**src/rtl/amba_ahb_arbiter.sv**
```systemverilog
// AHB bus arbiter: round-robin grant with burst-length tracking and hready-qualified handover.
// Define AMBA_AHB_ARB_LOCK_EN to enable locked-transfer hold and hmastlock.
//
// state   | meaning
// --------+-------------------------------------------------------------
// IDLE    | no fixed-length burst in flight; arbitration open (master 0 when nobody requests)
// BURST   | beats still outstanding (left > 0)
// LOCKED  | granted master holds hlock; arbitration suppressed
module amba_ahb_arbiter #(
    parameter int NM = 4,
    parameter int MW = 2
) (
    input  logic          hclk,
    input  logic          hresetn,
    input  logic [NM-1:0] hbusreq,
    input  logic [NM-1:0] hlock,
    input  logic [1:0]    htrans,
    input  logic [2:0]    hburst,
    input  logic          hready,
    output logic [NM-1:0] hgrant,
    output logic [MW-1:0] hmaster,
    output logic          hmastlock
);

    localparam logic [1:0] TR_IDLE   = 2'd0;
    localparam logic [1:0] TR_BUSY   = 2'd1;
    localparam logic [1:0] TR_NONSEQ = 2'd2;
    localparam logic [1:0] TR_SEQ    = 2'd3;

`ifdef AMBA_AHB_ARB_LOCK_EN
    typedef enum logic [1:0] {
        ST_IDLE   = 2'd0,
        ST_BURST  = 2'd1,
        ST_LOCKED = 2'd2
    } state_t;
`else
    typedef enum logic [1:0] {
        ST_IDLE   = 2'd0,
        ST_BURST  = 2'd1
    } state_t;
`endif

    state_t          state_q, state_d;
    logic [3:0]      left_q, left_d;
    logic [MW-1:0]   g_q, g_d;
    logic [NM-1:0]   grant_q, grant_d;
    logic [MW-1:0]   master_q, master_d;
    logic            mastlock_q, mastlock_d;

    logic [3:0]      next_left;
    logic            lock_hold;
    logic            arb_point;
    logic            win_found;
    logic [MW-1:0]   win_idx;

    function automatic logic [3:0] burst_last(input logic [2:0] burst);
        case (burst)
            3'd2, 3'd3: return 4'd3;
            3'd4, 3'd5: return 4'd7;
            3'd6, 3'd7: return 4'd15;
            default:    return 4'd0;
        endcase
    endfunction

`ifdef AMBA_AHB_ARB_LOCK_EN
    assign lock_hold = hlock[g_q];
`else
    logic unused_hlock;
    assign unused_hlock = ^hlock;
    assign lock_hold    = 1'b0;
`endif

    // BURST is entered exactly when the counter is non-zero, so it doubles as the left>0 test.
    always_comb begin
        next_left = '0;
        case (htrans)
            TR_NONSEQ: next_left = burst_last(hburst);
            TR_SEQ:    next_left = (state_q == ST_BURST) ? left_q - 4'd1 : 4'd0;
            TR_BUSY:   next_left = left_q;
            TR_IDLE:   next_left = '0;
            default:   next_left = '0;
        endcase
    end

    assign arb_point = hready & (next_left == 4'd0) & ~lock_hold;

    // Round-robin scan starting just after the current owner; the owner itself is checked last.
    always_comb begin
        win_found = 1'b0;
        win_idx   = '0;
        for (int i = 1; i <= NM; i++) begin
            if (!win_found && hbusreq[MW'((int'(g_q) + i) % NM)]) begin
                win_found = 1'b1;
                win_idx   = MW'((int'(g_q) + i) % NM);
            end
        end
    end

    always_comb begin
        state_d    = state_q;
        left_d     = left_q;
        g_d        = g_q;
        grant_d    = grant_q;
        master_d   = master_q;
        mastlock_d = mastlock_q;

        if (hready) begin
            left_d     = next_left;
            master_d   = g_q;
            mastlock_d = lock_hold;

            if (arb_point) begin
                g_d     = win_found ? win_idx : '0;
                grant_d = NM'(1) << g_d;
            end

            if (next_left != 4'd0) begin
                state_d = ST_BURST;
`ifdef AMBA_AHB_ARB_LOCK_EN
            end else if (lock_hold) begin
                state_d = ST_LOCKED;
`endif
            end else begin
                state_d = ST_IDLE;
            end
        end
    end

    always_ff @(posedge hclk) begin
        if (!hresetn) begin
            state_q    <= ST_IDLE;
            left_q     <= '0;
            g_q        <= '0;
            grant_q    <= NM'(1);
            master_q   <= '0;
            mastlock_q <= 1'b0;
        end else begin
            state_q    <= state_d;
            left_q     <= left_d;
            g_q        <= g_d;
            grant_q    <= grant_d;
            master_q   <= master_d;
            mastlock_q <= mastlock_d;
        end
    end

    assign hgrant    = grant_q;
    assign hmaster   = master_q;
    assign hmastlock = mastlock_q;

endmodule

```
**config.mk**
```make
export PLATFORM = sky130hd
export DESIGN_NAME = amba_ahb_arbiter
export DESIGN_NICKNAME = d
export VERILOG_FILES = /design/src/rtl/amba_ahb_arbiter.sv
export SDC_FILE = /design/constraint.sdc
export NUM_CORES = 1
export LEC_CHECK = 0
export CAP_MARGIN = 20
export CORE_MARGIN = 8
export CORE_UTILIZATION = 51
export CTS_BUF_LIST = sky130_fd_sc_hd__clkbuf_4 sky130_fd_sc_hd__clkbuf_8
export DETAILED_ROUTE_END_ITERATION = 6
export GPL_TIMING_DRIVEN = 0
export MAX_ROUTING_LAYER = met4
export PLACE_DENSITY = 0.88
export SLEW_MARGIN = 10
export SYNTH_ARGS = -nofsm -noshare
export SYNTH_HDL_FRONTEND = slang
export SYNTH_SLANG_ARGS = --single-unit
```
**constraint.sdc**
```tcl
create_clock -name hclk -period 2.55 [get_ports hclk]
set_input_delay 0.255 -clock hclk [delete_from_list [all_inputs] [get_ports hclk]]
set_output_delay 0.255 -clock hclk [all_outputs]
set_load 0.1 [all_outputs]
```
# Yosys cells after proc, flatten, opt, wreduce, memory -nomap -nowiden
# Cells that the tools add are included.
dict set report word_totals {
  regBits 14
  latch_bits 0
  ram_bits 0
  mem_bits_ro 0
  out_inout_bits 7
  word_cells 64
  memories 0
}
dict set report op_classes {
  add_sub_neg 5
  n_mul 0
  div_mod_pow 0
  n_lt_le_gt_ge 4
  n_eq_ne 10
  n_shift 1
  muxes 25
  n_bitwise 1
  reduce_logical 13
}
# operator count
set op_table {}
lappend op_table {{less-than comparator 2 x 4 -> 1 bit, second input constant} 4}
lappend op_table {{one-hot mux 4 bit (4 select lines)} 1}
lappend op_table {{two-way mux 1 bit} 13}
lappend op_table {{== test 3 bit, second input constant} 4}
lappend op_table {{one-hot mux 4 bit (3 select lines)} 1}
lappend op_table {{two-way mux 2 bit} 5}
lappend op_table {{binary-select mux 1 bit (select 2 bit)} 4}
lappend op_table {{== test 3 x 2 -> 1 bit, second input constant} 2}
lappend op_table {{OR reduction 2 bit} 3}
lappend op_table {{adder 2 x 1 -> 2 bit, second input constant} 2}
lappend op_table {{adder 2 bit, second input constant} 2}
lappend op_table {{== test 2 x 1 -> 1 bit, second input constant} 2}
lappend op_table {{== test 2 bit, second input constant} 2}
lappend op_table {{zero test 4 bit} 1}
lappend op_table {{two-way mux 4 bit} 1}
lappend op_table {{nonzero test 4 bit} 1}
lappend op_table {{left shift 1 x 2 -> 4 bit, first input constant} 1}
lappend op_table {{subtractor 4 x 1 -> 4 bit, second input constant} 1}
lappend op_table {{logical AND 1 bit} 3}
lappend op_table {{zero test 1 bit} 3}
lappend op_table {{zero test 2 bit} 1}
lappend op_table {{AND reduction 2 bit} 1}
lappend op_table {{AND 1 bit} 1}

# Depth between registers and ports, before layout
# Gate-level depths: netlist of the first run.
dict set report logic_depth {
  ltp_word 16
  mapped_depth 8
  depth_no_buf 7
}

# Worst setup path before layout of the first run
# No wires, ideal clock.
dict set report synth_timing {
  kind {reg2reg}
  from {reg left_q[0]}
  to {reg grant_q[2] (netlist: hgrant[2])}
  t_arrival_ns 1.548
  path_slack_ns 0.930
  stages_incl_launch_ff 8
  path_buffers 1
  period_less_slack_ns 1.620
  path_cell_list {dfxtp_1 -> inv_1 -> ha_1 -> xnor2_1 -> a41oi_1 -> nor4b_4 -> buf_6 -> mux2i_1}
}
dict set report synth_via {
  elab_chain_len 6
}
# element line
set synth_rtl {}
lappend synth_rtl {{from (decl)} 44} ;# logic [3:0] left_q, left_d;
lappend synth_rtl {{from (signal assigned)} 139} ;# left_q <= left_d;
lappend synth_rtl {{subtractor 4 x 1 -> 4 bit} 78} ;# TR_SEQ: next_left = (state_q == ST_BURST) ? left_q - 4'd1 : 4'd0;
lappend synth_rtl {{two-way mux 4 bit} 78}
lappend synth_rtl {{one-hot mux 4 bit (4 select lines) (*)} 76} ;# case (htrans)
lappend synth_rtl {{zero test 4 bit (*)} 85} ;# assign arb_point = hready & (next_left == 4'd0) & ~lock_hold;
lappend synth_rtl {{AND 1 bit (*)} 85}
lappend synth_rtl {{AND reduction 2 bit (no source line) (*)} -}
lappend synth_rtl {{to (signal assigned)} 141} ;# grant_q <= grant_d;
lappend synth_rtl {{to (decl)} 46} ;# logic [NM-1:0] grant_q, grant_d;
# Mark *: on every way between the ends. The rest lies on a longest branch, timed or not.
# A chain may end at the register's enable or synchronous reset.

# Worst setup path in the final report of the first run
dict set report layout_timing {
  from {reg grant_q[1] (netlist: hgrant[1])}
  to {out hgrant[1]}
}
# element line
set layout_lines {}
lappend layout_lines {{to (decl)} 20} ;# output logic [NM-1:0] hgrant,
# No word-level cell between the ends.

==> run summary, run 1 <==
=================================================================================
Share of power burned in registers                                          0.434
Worst stage delay on the critical path                                    1140 ps
Cell type with the highest aggregate area in the netlist             sky130_fd_sc_hd__dfxtp_1
Category of the most critical setup path                               reg -> out
Remaining global-route overflow                                                 0
Area added between synthesis and finish                                     26.9%
Crit end category                                                     output port
Critical-path maximum fanout                                                    2
Maximum vdd ir drop                                                      0.333 mV
Number of levels in the clock H-tree                                            1
Proportion of layout cells with a drive suffix above 1                      0.101
CP Cell Sequence                                                     clkdlybuf4s50_1
Hold/Removal Path Class                                                 in -> reg
Critical-path top delay cell                                         sky130_fd_sc_hd__clkdlybuf4s50_1
Cell with the most instances after synthesis                         sky130_fd_sc_hd__dfxtp_1
Slew Limit Fails                                                                0
Period utilization                                                          0.793
Initial Util                                                                0.554
Final design instance area without fill                                  938 um^2
Pin count of the biggest net entering global routing                           11
Yosys cell types                                                               37
Sequential share of the synthesized area                                    0.352
Final setup violation count                                                     0
Post-synth design cell area                                              739 um^2
Number of port buffers                                                         15
Cell depth of the worst min-delay path                                          3
Filler Cells Inserted                                                         118
Critical register-to-register path startpoint                        left_q[0]$_SDFFE_PN0P_
Pint                                                                       346 uW
Worst path bufs/invs                                                            1
Number of antenna violations at the first check in global routing               0
Number of nets produced by synthesis                                          107
Setup Skew                                                                2.90 ps
Predominant post-synthesis flop cell                                 sky130_fd_sc_hd__dfxtp_1
Slew at the pin closest to its max-slew limit                              972 ps
# clock sinks                                                                  13
Core Rows                                                                      13
R2R Setup Slk                                                              710 ps
Maximum clock frequency                                                   495 MHz
Setup TNS after final layout                                                 0 ps
Number of ports placed on the die boundary                                     23
Tightest slew margin relative to the limit                                  0.350
Startpoint of the lowest-slack hold path                                   hready
Asr flop ratio synth                                                            0
Drt wl/cell                                                               13.9 um
Hold Slack                                                                 384 ps
Hold path endpoint                                                   hmaster[0]$_SDFFE_PN0P_
Post-Syn Instances                                                             90
Antenna diode instance count                                                    0
Number of setup buffers added after CTS                                         0
Portion of total power attributed to combinational logic                    0.307
Final Hold Viols                                                                0
CTS Root Buffer Type                                                 sky130_fd_sc_hd__clkbuf_4
Post-layout power                                                          526 uW
Critical path startpoint category                                            flop
Clock network power share                                                   0.259
Vias in the first global route                                                704
Placed inst area                                                         908 um^2
Cell types with the largest area share after synthesis               sky130_fd_sc_hd__dfxtp_1 (35%), sky130_fd_sc_hd__nor2_1 (5.6%), sky130_fd_sc_hd__o21ai_0 (4.7%)
Number of nets at the end of the flow                                         127
GRT Resource Usage Total                                                    0.134
Leakage power                                                            0.361 nW
Residual DRC count                                                              0
Net switching power figure                                                 179 uW
Total wirelength of the detailed-routed design                            1720 um
Register clock-pin slew on the reported worst setup and hold paths          70 ps
Final period demand of the worst path                                     2020 ps
Vertical die dimension                                                    54.1 um
Clock Latency Late Sink                                                    280 ps
Critical path's top delay family                                     buffers and inverters
Data arrival time at the worst-slack endpoint                             1770 ps
Fraction of power spent switching nets                                      0.341
Post-detail-place hpwl                                                    1340 um
Via-to-Cell Ratio                                                            5.83
Global-route wire length before repair                                    2840 um
Number of maximum-capacitance violations                                        0
Cell area power density                                               560 mW/mm^2
Outcome                                                                 completed
Full die area                                                        0.00292 mm^2
First drt pass iteration count                                                  4
Count of vias placed by the detailed router                                   723
Share of the synthesized area in the top cell type                          0.352
Reg2Reg Depth                                                                   8
Hold buffer count at CTS                                                        0
Initial detailed-routing violation count                                       22
Destination of the worst register-to-register timing path            hgrant[3]$_SDFFE_PN0P_
RSZ-0062 raised after global routing                                        false
Post-cts resize count                                                           0
Placer Congestion                                                           0.889
Syn Area/Cell                                                           8.22 um^2
Number of synthesized flops with an enable pin                                  0
Number of buffers inserted during clock tree synthesis                          3
Die width                                                                 54.1 um
Ys Warns                                                                        0
Area of the placeable core                                           0.00133 mm^2
Worst endpoint required time                                              2300 ps
TritonCTS clock tree                                                          yes
Clk buf depth                                                                   2
Detail Route Antenna Nets                                                       0
Flops & latches, synth                                                         13
Most common library cells after synthesis                            sky130_fd_sc_hd__dfxtp_1 (13), sky130_fd_sc_hd__nor2_1 (11), sky130_fd_sc_hd__nand2_1 (8)
=================================================================================
metrics by stage:
step           setup slack, ps   util  instances
5_1_grt                    485  0.704        124
3_5_place_dp               550  0.681        120
6_report                   528  0.704        124
4_1_cts                    514  0.704        124
2_1_floorplan              930      -         90
3_3_place_gp               593  0.681        120
final cells by class:
| class | count | area [um^2] | share of cell area |
|---|---|---|---|
| inverters | 6 | 22.5 | 0.0240 |
| flip-flops and latches | 13 | 260 | 0.277 |
| well taps | 15 | 18.8 | 0.0200 |
| plain buffers | 4 | 27.5 | 0.0293 |
| clock buffers | 4 | 30.0 | 0.0320 |
| repair buffers | 15 | 150 | 0.160 |
| multi-input cells | 67 | 429 | 0.457 |
registers in the layout (all words and copies together), names as in the netlist:
name     cells
g_q          2
hgrant       4
hmaster      2
left_q       4
state_q      1
per-layer routing:
metal	vias up	track usage	routed length [um]	share of wire
met5	-	-	0	0
met4	0	0.107	57	0.033
met3	9	0.0303	116	0.067
met2	29	0.220	826	0.48
met1	322	0.134	719	0.42
li1	363	-	-	-
kinds of logic after synthesis:
logic type	after synthesis	share of synthesized area
fa+ha+maj	1	0.0169
xor+xnor	1	0.0118
mux	3	0.0406
buf+inv	10	0.0677
simple gates	34	0.249
flops	13	0.352
other cells	1	0.00507
compound gates	27	0.257
power by group through the flow:
stage	Clock (mW)	Combinational (mW)	Sequential [mW]
floorplan	0	0.0743	0.273
global placement	0	0.157	0.232
detailed placement	0	0.160	0.233
CTS	0.141	0.161	0.228
global route	0.153	0.172	0.230
finish	0.136	0.161	0.228
worst max-delay path by stage:
stage / start / end / slack (ps) / cells past startpoint
after floorplan: left_q[0]$_SDFFE_PN0P_ / hgrant[2]$_SDFFE_PN0P_ / 930 / 7
after global placement: htrans[1] / hgrant[3]$_SDFFE_PN0P_ / 590 / 7
after detailed placement: htrans[0] / hgrant[2]$_SDFFE_PN0P_ / 550 / 6
after CTS: hgrant[3]$_SDFFE_PN0P_ / hgrant[3] / 510 / 1
after global routing: hgrant[3]$_SDFFE_PN0P_ / hgrant[3] / 490 / 1
final: hgrant[1]$_SDFFE_PN0P_ / hgrant[1] / 530 / 1
placed cells by master (no fill, tap or decap), drive strengths merged, types with 3 or more instances in the layout:
cell type      synthesis  layout
clkdlybuf4s50          0      15
dfxtp                 13      13
o21ai                 12      12
nor2                  11      11
nand2                  8       8
inv                    6       6
clkbuf                 1       5
nand2b                 3       3
nand3                  3       3
mux2i                  3       3
buf                    3       3
No activity file was read; power rests on OpenSTA's default activity.
==> run 2, diff against run 1 <==
Settings changed: CORE_UTILIZATION 51 to 47, PLACE_DENSITY 0.88 to 0.83.
Clock period 2.55 ns to 2 ns, I/O delays scaled along.
==> run 2 against run 1 <==
Effect of this change: final cell count rose by 0.81%; worst setup slack worse by 470 ps; register-to-register slack worse by 540 ps; design area increased by 0.40%; sequential share of layout area shrank 0.11 points; clock power increased by 27%; count of clock-buffer cells in the layout unchanged; via count down 3.5%; first-iteration DRC count shrank 45%.
==> run summary, run 2 (synthesis results as in run 1) <==
=================================================================================
Hold buffer count at CTS                                                        0
Hold Slack                                                                 331 ps
Clock Latency Late Sink                                                    270 ps
Placer Congestion                                                           0.874
Final setup violation count                                                     0
Register clock-pin slew on the reported worst setup and hold paths          80 ps
Number of port buffers                                                         15
Period utilization                                                          0.971
Number of antenna violations at the first check in global routing               0
Global-route wire length before repair                                    2840 um
# clock sinks                                                                  13
Crit end category                                                     output port
Slew at the pin closest to its max-slew limit                              976 ps
CP Cell Sequence                                                     clkdlybuf4s50_1
Cell depth of the worst min-delay path                                          3
Setup TNS after final layout                                                 0 ps
Final period demand of the worst path                                     1940 ps
Slew Limit Fails                                                                0
Setup Skew                                                                5.94 ps
Drt wl/cell                                                               12.8 um
Number of buffers inserted during clock tree synthesis                          3
Number of ports placed on the die boundary                                     23
Die width                                                                 55.7 um
Vertical die dimension                                                    55.7 um
Commonest cells after routing, fill and taps aside                   sky130_fd_sc_hd__clkdlybuf4s50_1 (14), sky130_fd_sc_hd__dfxtp_1 (13), sky130_fd_sc_hd__nor2_1 (11)
TritonCTS clock tree                                                          yes
Tightest slew margin relative to the limit                                  0.347
Leading cell type in the layout, fill and taps excluded              sky130_fd_sc_hd__clkdlybuf4s50_1
Critical-path top delay cell                                         sky130_fd_sc_hd__clkdlybuf4s50_1
Post-detail-place hpwl                                                    1260 um
RSZ-0062 raised after global routing                                        false
Category of the most critical setup path                               reg -> out
Initial detailed-routing violation count                                       12
GRT Resource Usage Total                                                    0.107
Vias in the first global route                                                665
First drt pass iteration count                                                  4
Area of the placeable core                                           0.00149 mm^2
Critical-path maximum fanout                                                    2
CTS Root Buffer Type                                                 sky130_fd_sc_hd__clkbuf_4
Pin count of the biggest net entering global routing                           11
Worst stage delay on the critical path                                    1140 ps
Via-to-Cell Ratio                                                            5.58
Data arrival time at the worst-slack endpoint                             1740 ps
Total wirelength of the detailed-routed design                            1600 um
Core Rows                                                                      14
Number of maximum-capacitance violations                                        0
Critical path's top delay family                                     buffers and inverters
Leakage power                                                            0.378 nW
Number of levels in the clock H-tree                                            1
Maximum clock frequency                                                   515 MHz
Worst path depth                                                                1
Worst path bufs/invs                                                            1
Initial Util                                                                0.497
Area added between synthesis and finish                                     27.4%
Outcome                                                                 completed
Worst endpoint required time                                              1800 ps
Antenna diode instance count                                                    0
Clk buf depth                                                                   2
Number of nets at the end of the flow                                         127
Detail Route Antenna Nets                                                       0
Proportion of layout cells with a drive suffix above 1                      0.101
Cell area power density                                               708 mW/mm^2
Hold/Removal Path Class                                                 in -> reg
Count of vias placed by the detailed router                                   698
Full die area                                                        0.00310 mm^2
Reg2Reg Depth                                                                   8
Maximum vdd ir drop                                                      0.674 mV
Residual DRC count                                                              0
Remaining global-route overflow                                                 0
R2R Setup Slk                                                              170 ps
Final Hold Viols                                                                0
Critical path startpoint category                                            flop
=================================================================================
==> run 2: final timing paths <==
path / from / end
worst max-delay path: hgrant[2]$_SDFFE_PN0P_ / hgrant[2]
worst min-delay path: hready / hmaster[0]$_SDFFE_PN0P_
worst max register to register: left_q[0]$_SDFFE_PN0P_ / hgrant[1]$_SDFFE_PN0P_
worst min register to register: hgrant[2]$_SDFFE_PN0P_ / hgrant[2]$_SDFFE_PN0P_
==> run 2: power breakdown <==
| part | switching, mW | internal (mW) | leakage (nW) |
|---|---|---|---|
| Clock | 0.0820 | 0.0907 | 0.0184 |
| Combinational | 0.130 | 0.0746 | 0.253 |
| Sequential | 0.0140 | 0.276 | 0.106 |
| Total | 0.226 | 0.441 | 0.378 |
==> run 2: what timing repair did <==
item                                    in CTS  in global routing
setup buffers                                0                  0
gates resized for setup                      0                  1
hold endpoints to repair                     0                  0
endpoints found under the setup margin       0                  1
==> run 2: per-stage QoR <==
stage / setup slack (ps) / power, mW / std cells / utilization / area [um^2]
floorplan: 380 / 0.443 / 90 / - / 739
detailed placement: 52.3 / 0.500 / 121 / 0.611 / 910
finish: 59.0 / 0.667 / 125 / 0.633 / 942
CTS: 39.4 / 0.670 / 125 / 0.631 / 940
global placement: 87.7 / 0.496 / 121 / 0.611 / 910
global route: 20.7 / 0.699 / 125 / 0.633 / 942
==> run 2: routing by layer <==
layer / GRT usage / share of wire / up-vias
li1: - / - / 358
met1: 0.118 / 0.45 / 327
met2: 0.184 / 0.51 / 11
met3: 0.0251 / 0.032 / 2
met4: 0.0317 / 0.0069 / 0
met5: - / 0 / -
==> run 2: cell type report <==
class | instances | area [um^2]
Inverter | 6 | 22.5
Multi-Input combinational cell | 67 | 429
Buffer | 4 | 27.5
Clock buffer | 4 | 30.0
Sequential cell | 13 | 260
Timing Repair Buffer | 15 | 153
Tap cell | 16 | 20.0
Fill cell | 136 | 547
==> edit 1: new RTL, settings of run 2 <==
`MW`: 2 -> 1.
--- a/src/rtl/amba_ahb_arbiter.sv
+++ b/src/rtl/amba_ahb_arbiter.sv
@@ -10,3 +10,3 @@
     parameter int NM = 4,
-    parameter int MW = 2
+    parameter int MW = 1
 ) (
Interface: changed (resized hmaster); port bits go from 23 to 22. No check against the original RTL was run, so the function may have changed too.
==> edit 1 against run 2 <==
Synthesized area is 33% lower. Sequential cell count is 5 lower. Wire length is 40% lower. Fmax is 1.1% higher. Count of clock-buffer cells in the layout is 1 lower. Combinational power is 35% lower. Total power is 35% lower. Setup slack better by 0.022 ns. Design area is 34% lower. Largest cell class unchanged.
==> edit 1: results (changes against run 2) <==
Yosys cell types=28 (was 37); HPWL after DPL=762 um (was 1260 um); skew final=0.00328 ns (was 0.00594 ns); First-pass DRT Iterations=4 (unchanged); Vias=424 (was 698); setup repair bufs after CTS=0 (unchanged); Ys Warns=0 (unchanged); final WL=969 um (was 1600 um); met1 usage=0.0928 (was 0.118); global-route met3 utilization=0.0549 (was 0.0251); Largest Register=left_q; CTS buffer count=3 (unchanged); post-synthesis sequential area ratio=0.324 (was 0.352); CP startpoint=hmaster$_SDFFE_PN0P_ (was hgrant[2]$_SDFFE_PN0P_); max reg flops=4; net switching power figure=0.147 mW (was 0.226 mW); crit path DAT=1.72 ns (was 1.74 ns); Worst Min Path Start=hready (unchanged); placed cell area=598 um2 (was 910 um2); ant diodes=0 (unchanged); Worst-Skew Late Latency=0.25 ns (was 0.27 ns); Top delay family on crit path=buffers and inverters (unchanged); clock slew at reported path FFs=0.05 ns (was 0.08 ns); Clock Path Buffers=2 (unchanged); initial antenna violation count=0 (unchanged); Synth area leaders=dfxtp_1 32%, o211a_1 6.1%, buf_4 6.1% (was dfxtp_1 35%, nor2_1 5.6%, o21ai_0 4.7%); GR Util met2=0.110 (was 0.184); IO buf count=8 (was 15); worst vdd ir=0.000521 V (was 0.000674 V); Total GRT Usage=0.0796 (was 0.107); Worst Hold Class=primary input to register (unchanged); RR Startpoint=left_q[0]$_SDFFE_PN0P_ (unchanged); worst-path maximum fanout=2 (unchanged); FFs w/ async S/R, synth=0 (unchanged); Iter 0 DRT Violations=14 (was 12); vias in the first global route=360 (was 665); Least-Margin Pin Slew=0.972 ns (was 0.976 ns); largest net degree at the start of global routing=11 (unchanged); max-slew violations=0 (unchanged); CP max stage delay=1.14 ns (about the same); most instantiated cells after synthesis=8 x dfxtp_1, 5 x nor2_1, 4 x buf_4, 4 x inv_1, 4 x nand2_1 (was 13 x dfxtp_1, 11 x nor2_1, 8 x nand2_1, 7 x o21ai_0, 6 x inv_1); ANT nets after route=0 (unchanged); global-route wire length before repair=1510 um (was 2840 um); H-tree depth=1 (unchanged); total global routing overflow=0 (unchanged); Root Driver=clkbuf_4 (unchanged); Lkg Pwr=0.302 nW (was 0.378 nW); run status=complete, no violations (unchanged); CP max stage cell=clkdlybuf4s50_1 (unchanged); GR peak layer=met2 (unchanged); Layout Nets=90 (was 127); Final GP Congestion=0.922 (was 0.874); fill cell count=90 (was 136); share of cells above drive strength 1=0.183 (was 0.101)
## edit 1: changes by cell type after synthesis, sizes merged, moves of 2 or more
cell	run 2	this run
o21ai	12	2
nor2	11	5
dfxtp	13	8
nand2	8	4
o211a	0	3
a21oi	1	3
a32oi	2	0
buf	3	5
inv	6	4
o22ai	2	0
## edit 1: cell families after synthesis
| group | count (synthesis) | synth area share |
|---|---|---|
| other | 1 | 0.00759 |
| muxes | 3 | 0.0709 |
| xor gates and xnor gates | 1 | 0.0177 |
| buffers and inverters | 10 | 0.109 |
| adders and majority gates | 1 | 0.0253 |
| and+or+nand+nor | 20 | 0.223 |
| AOI/OAI and AO/OA | 14 | 0.223 |
| DFF | 8 | 0.324 |
## edit 1: repair_timing
item	in CTS	in global routing
hold endpoints to repair	0	0
endpoints found under the setup margin	1	0
resized for setup	1	0
## edit 1: worst paths after layout
| path | to | slack [ns] | depth (start not counted) |
|---|---|---|---|
| max | hmaster | 0.08 | 1 |
| min | left_q[1]$_SDFFE_PN0P_ | 0.27 | 2 |
| max reg2reg | hgrant[0]$_SDFFE_PN1P_ | 0.32 | 7 |
| min reg2reg | hgrant[1]$_SDFFE_PN0P_ | 0.52 | 2 |
## edit 1: metrics by stage
step | cells | utilization | hold WS, ns | setup slack, ns | total power [mW]
floorplan | 60 | - | 0.388 | 0.455 | 0.289
global placement | 81 | 0.630 | 0.479 | 0.0616 | 0.317
detailed placement | 81 | 0.630 | 0.504 | 0.0397 | 0.318
CTS | 84 | 0.652 | 0.261 | 0.0810 | 0.436
global route | 84 | 0.652 | 0.285 | 0.0444 | 0.456
finish | 84 | 0.652 | 0.266 | 0.0806 | 0.434
## edit 1: area by class of cell
cell class,count,area [um2],area share
clock buffers,3,22.5,0.0364
plain buffers,6,38.8,0.0626
flip-flops and latches,8,160,0.259
well taps,13,16.3,0.0263
repair buffers,8,78.8,0.127
inverters,4,15.0,0.0242
multi-input cells,42,288,0.465
## edit 1: power by group through the flow
| stage | logic (mW) | registers (mW) | clock network [mW] |
|---|---|---|---|
| after global placement | 0.132 | 0.184 | 0 |
| after CTS | 0.133 | 0.182 | 0.121 |
| after global routing | 0.142 | 0.184 | 0.131 |
| after detailed placement | 0.133 | 0.185 | 0 |
| final | 0.133 | 0.182 | 0.120 |
| after floorplan | 0.0919 | 0.197 | 0 |
## edit 1: metal layers
metal,share of wire,up-vias,wire length (um)
met5,0,-,0
met4,0,0,0
met3,0.068,0,66
met2,0.43,12,412
met1,0.51,188,491
li1,-,224,-
==> edit 2: new RTL, flow settings as in run 2 <==
Without the edit above. Make the reset (`hresetn`) asynchronous in one clocked block.
--- a/src/rtl/amba_ahb_arbiter.sv
+++ b/src/rtl/amba_ahb_arbiter.sv
@@ -128,3 +128,3 @@
 
-    always_ff @(posedge hclk) begin
+    always_ff @(posedge hclk or negedge hresetn) begin
         if (!hresetn) begin
Behaviour: differs if hresetn is asserted again (counterexample within 4 cycles, from zero or initial values and one cycle with hresetn low); with hresetn held inactive, the same outputs for 4 cycles.
==> edit 2 against run 2 <==
Final cell count shrank 5.6%. Sequential share of layout area grew 3.2 points. Sequential cell count is the same. Wire length grew 8.9%. Synthesized cell count shrank 14%. Utilization grew 5.8 points. Hold slack lost 0.058 ns. Clock skew shrank 0.0012 ns. Non-clock buffer count grew 4. Fmax grew 1.2%. Synthesized area grew 6.6%. Design area grew 13%. Setup slack gained 0.023 ns. Critical path type is now register to register. Critical endpoint is now hgrant[2]$_DFFE_PN0P_.
Power is not compared: it rests on default switching activity, and its combinational part moved more than twofold at a synthesized area within 25%.
==> edit 2: results (changes against run 2) <==
Top delay family on crit path=compound AO/OA/AOI/OAI gates (was buffers and inverters); post-synthesis sequential area ratio=0.414 (was 0.352); worst-path maximum fanout=7 (was 2); Final GP Congestion=0.827 (was 0.874); Pwr top=combinational logic; run status=complete, no violations (unchanged); CTS buffer count=3 (unchanged); Cells after Synth=77 (was 90); Synth Area in Adders=0.0159 (was 0.0169); Rel. slew slack=0.338 (was 0.347); skew final=0.00478 ns (was 0.00594 ns); Layout Nets=120 (was 127); vias in the first global route=610 (was 665); ant diodes=0 (unchanged); Iter 0 DRT Violations=9 (was 12); area fraction in compound gates after synthesis=0.198 (was 0.257); H-tree depth=1 (unchanged); Post-Syn Nets=94 (was 107); final WL=1750 um (was 1600 um); worst vdd ir=approximately 0.0011 V; CP startpoint=left_q[0]$_DFFE_PN0P_ (was hgrant[2]$_SDFFE_PN0P_); xor/xnor cell area share of the yosys netlist=0.0222 (was 0.0118); Internal=~0.74 mW; IO buf count=16 (was 15); Synth area leaders=dfrtp_1 38%, mux2_4 9.5%, nor2_1 4.8% (was dfxtp_1 35%, nor2_1 5.6%, o21ai_0 4.7%); post-cts gate resize count=2 (was 0); global-route wire length before repair=2770 um (was 2840 um); Worst-Skew Late Latency=~0.28 ns; initial antenna violation count=0 (unchanged); Top FF cell, synth=dfrtp_1 (was dfxtp_1); share of cells above drive strength 1=0.216 (was 0.101); most instantiated cells after synthesis=12 x dfrtp_1, 10 x nor2_1, 7 x a21oi_1, 5 x mux2_4, 4 x inv_1 (was 13 x dfxtp_1, 11 x nor2_1, 8 x nand2_1, 7 x o21ai_0, 6 x inv_1); largest net degree at the start of global routing=14 (was 11); multiplexer area fraction after synthesis=0.137 (was 0.0406); placed cell area=968 um2 (was 910 um2); HPWL after DPL=1270 um (was 1260 um); CP max stage cell=dfrtp_1 (was clkdlybuf4s50_1); Lkg Pwr=approximately 0.51 nW; vias per cell=5.55 (was 5.58); FMAX=521 MHz (was 515 MHz); Worst Setup End Kind=register (was output pin); Worst Hold Class=primary input to async pin (was primary input to register); dpl cells=109 (was 121); Root Driver=clkbuf_4 (unchanged); FFs w/ async S/R, synth=1.00 (was 0); Total GRT Usage=0.109 (was 0.107); Yosys cell types=32 (was 37); crit path DAT=2.08 ns (was 1.74 ns); Vias=655 (was 698); Reg2Reg Depth=7 (was 8); clock slew at reported path FFs=0.08 ns (about the same); Worst Setup EP=hgrant[2]$_DFFE_PN0P_ (was hgrant[2]); Ys Warns=0 (unchanged); CP max stage delay=0.41 ns (was 1.14 ns); R2R setup slack=0.08 ns (was 0.17 ns); Setup Slack @ Placement=-0.107 ns (was 0.0523 ns); Clock Path Buffers=2 (unchanged)
edit 2: worst min-delay path by stage:
stage | startpoint | end | slack, ns
after floorplan | hresetn | g_q[0]$_DFFE_PN0P_ | -0.1
after global placement | hmaster[0]$_DFFE_PN0P_ | hmaster[0]$_DFFE_PN0P_ | 0.47
after detailed placement | hmaster[1]$_DFFE_PN0P_ | hmaster[1]$_DFFE_PN0P_ | 0.49
after CTS | hresetn | hgrant[1]$_DFFE_PN0P_ | 0.29
final | hresetn | left_q[0]$_DFFE_PN0P_ | 0.27
after global routing | hresetn | hgrant[3]$_DFFE_PN0P_ | 0.32
edit 2: cell type report:
cell class | count | area, um2
clock buffer | 4 | 30.0
fill | 122 | 477
buffer | 2 | 11.3
tap | 16 | 20.0
inverter | 4 | 15.0
timing repair buffer | 21 | 205
multi-input combinational | 58 | 455
sequential | 13 | 328
edit 2: layer usage:
layer  track usage  wire (um)  share of wire
met5             -          0              0
met2         0.161        803           0.46
met4        0.0604         35          0.020
met3        0.0575        123          0.070
met1         0.114        783           0.45
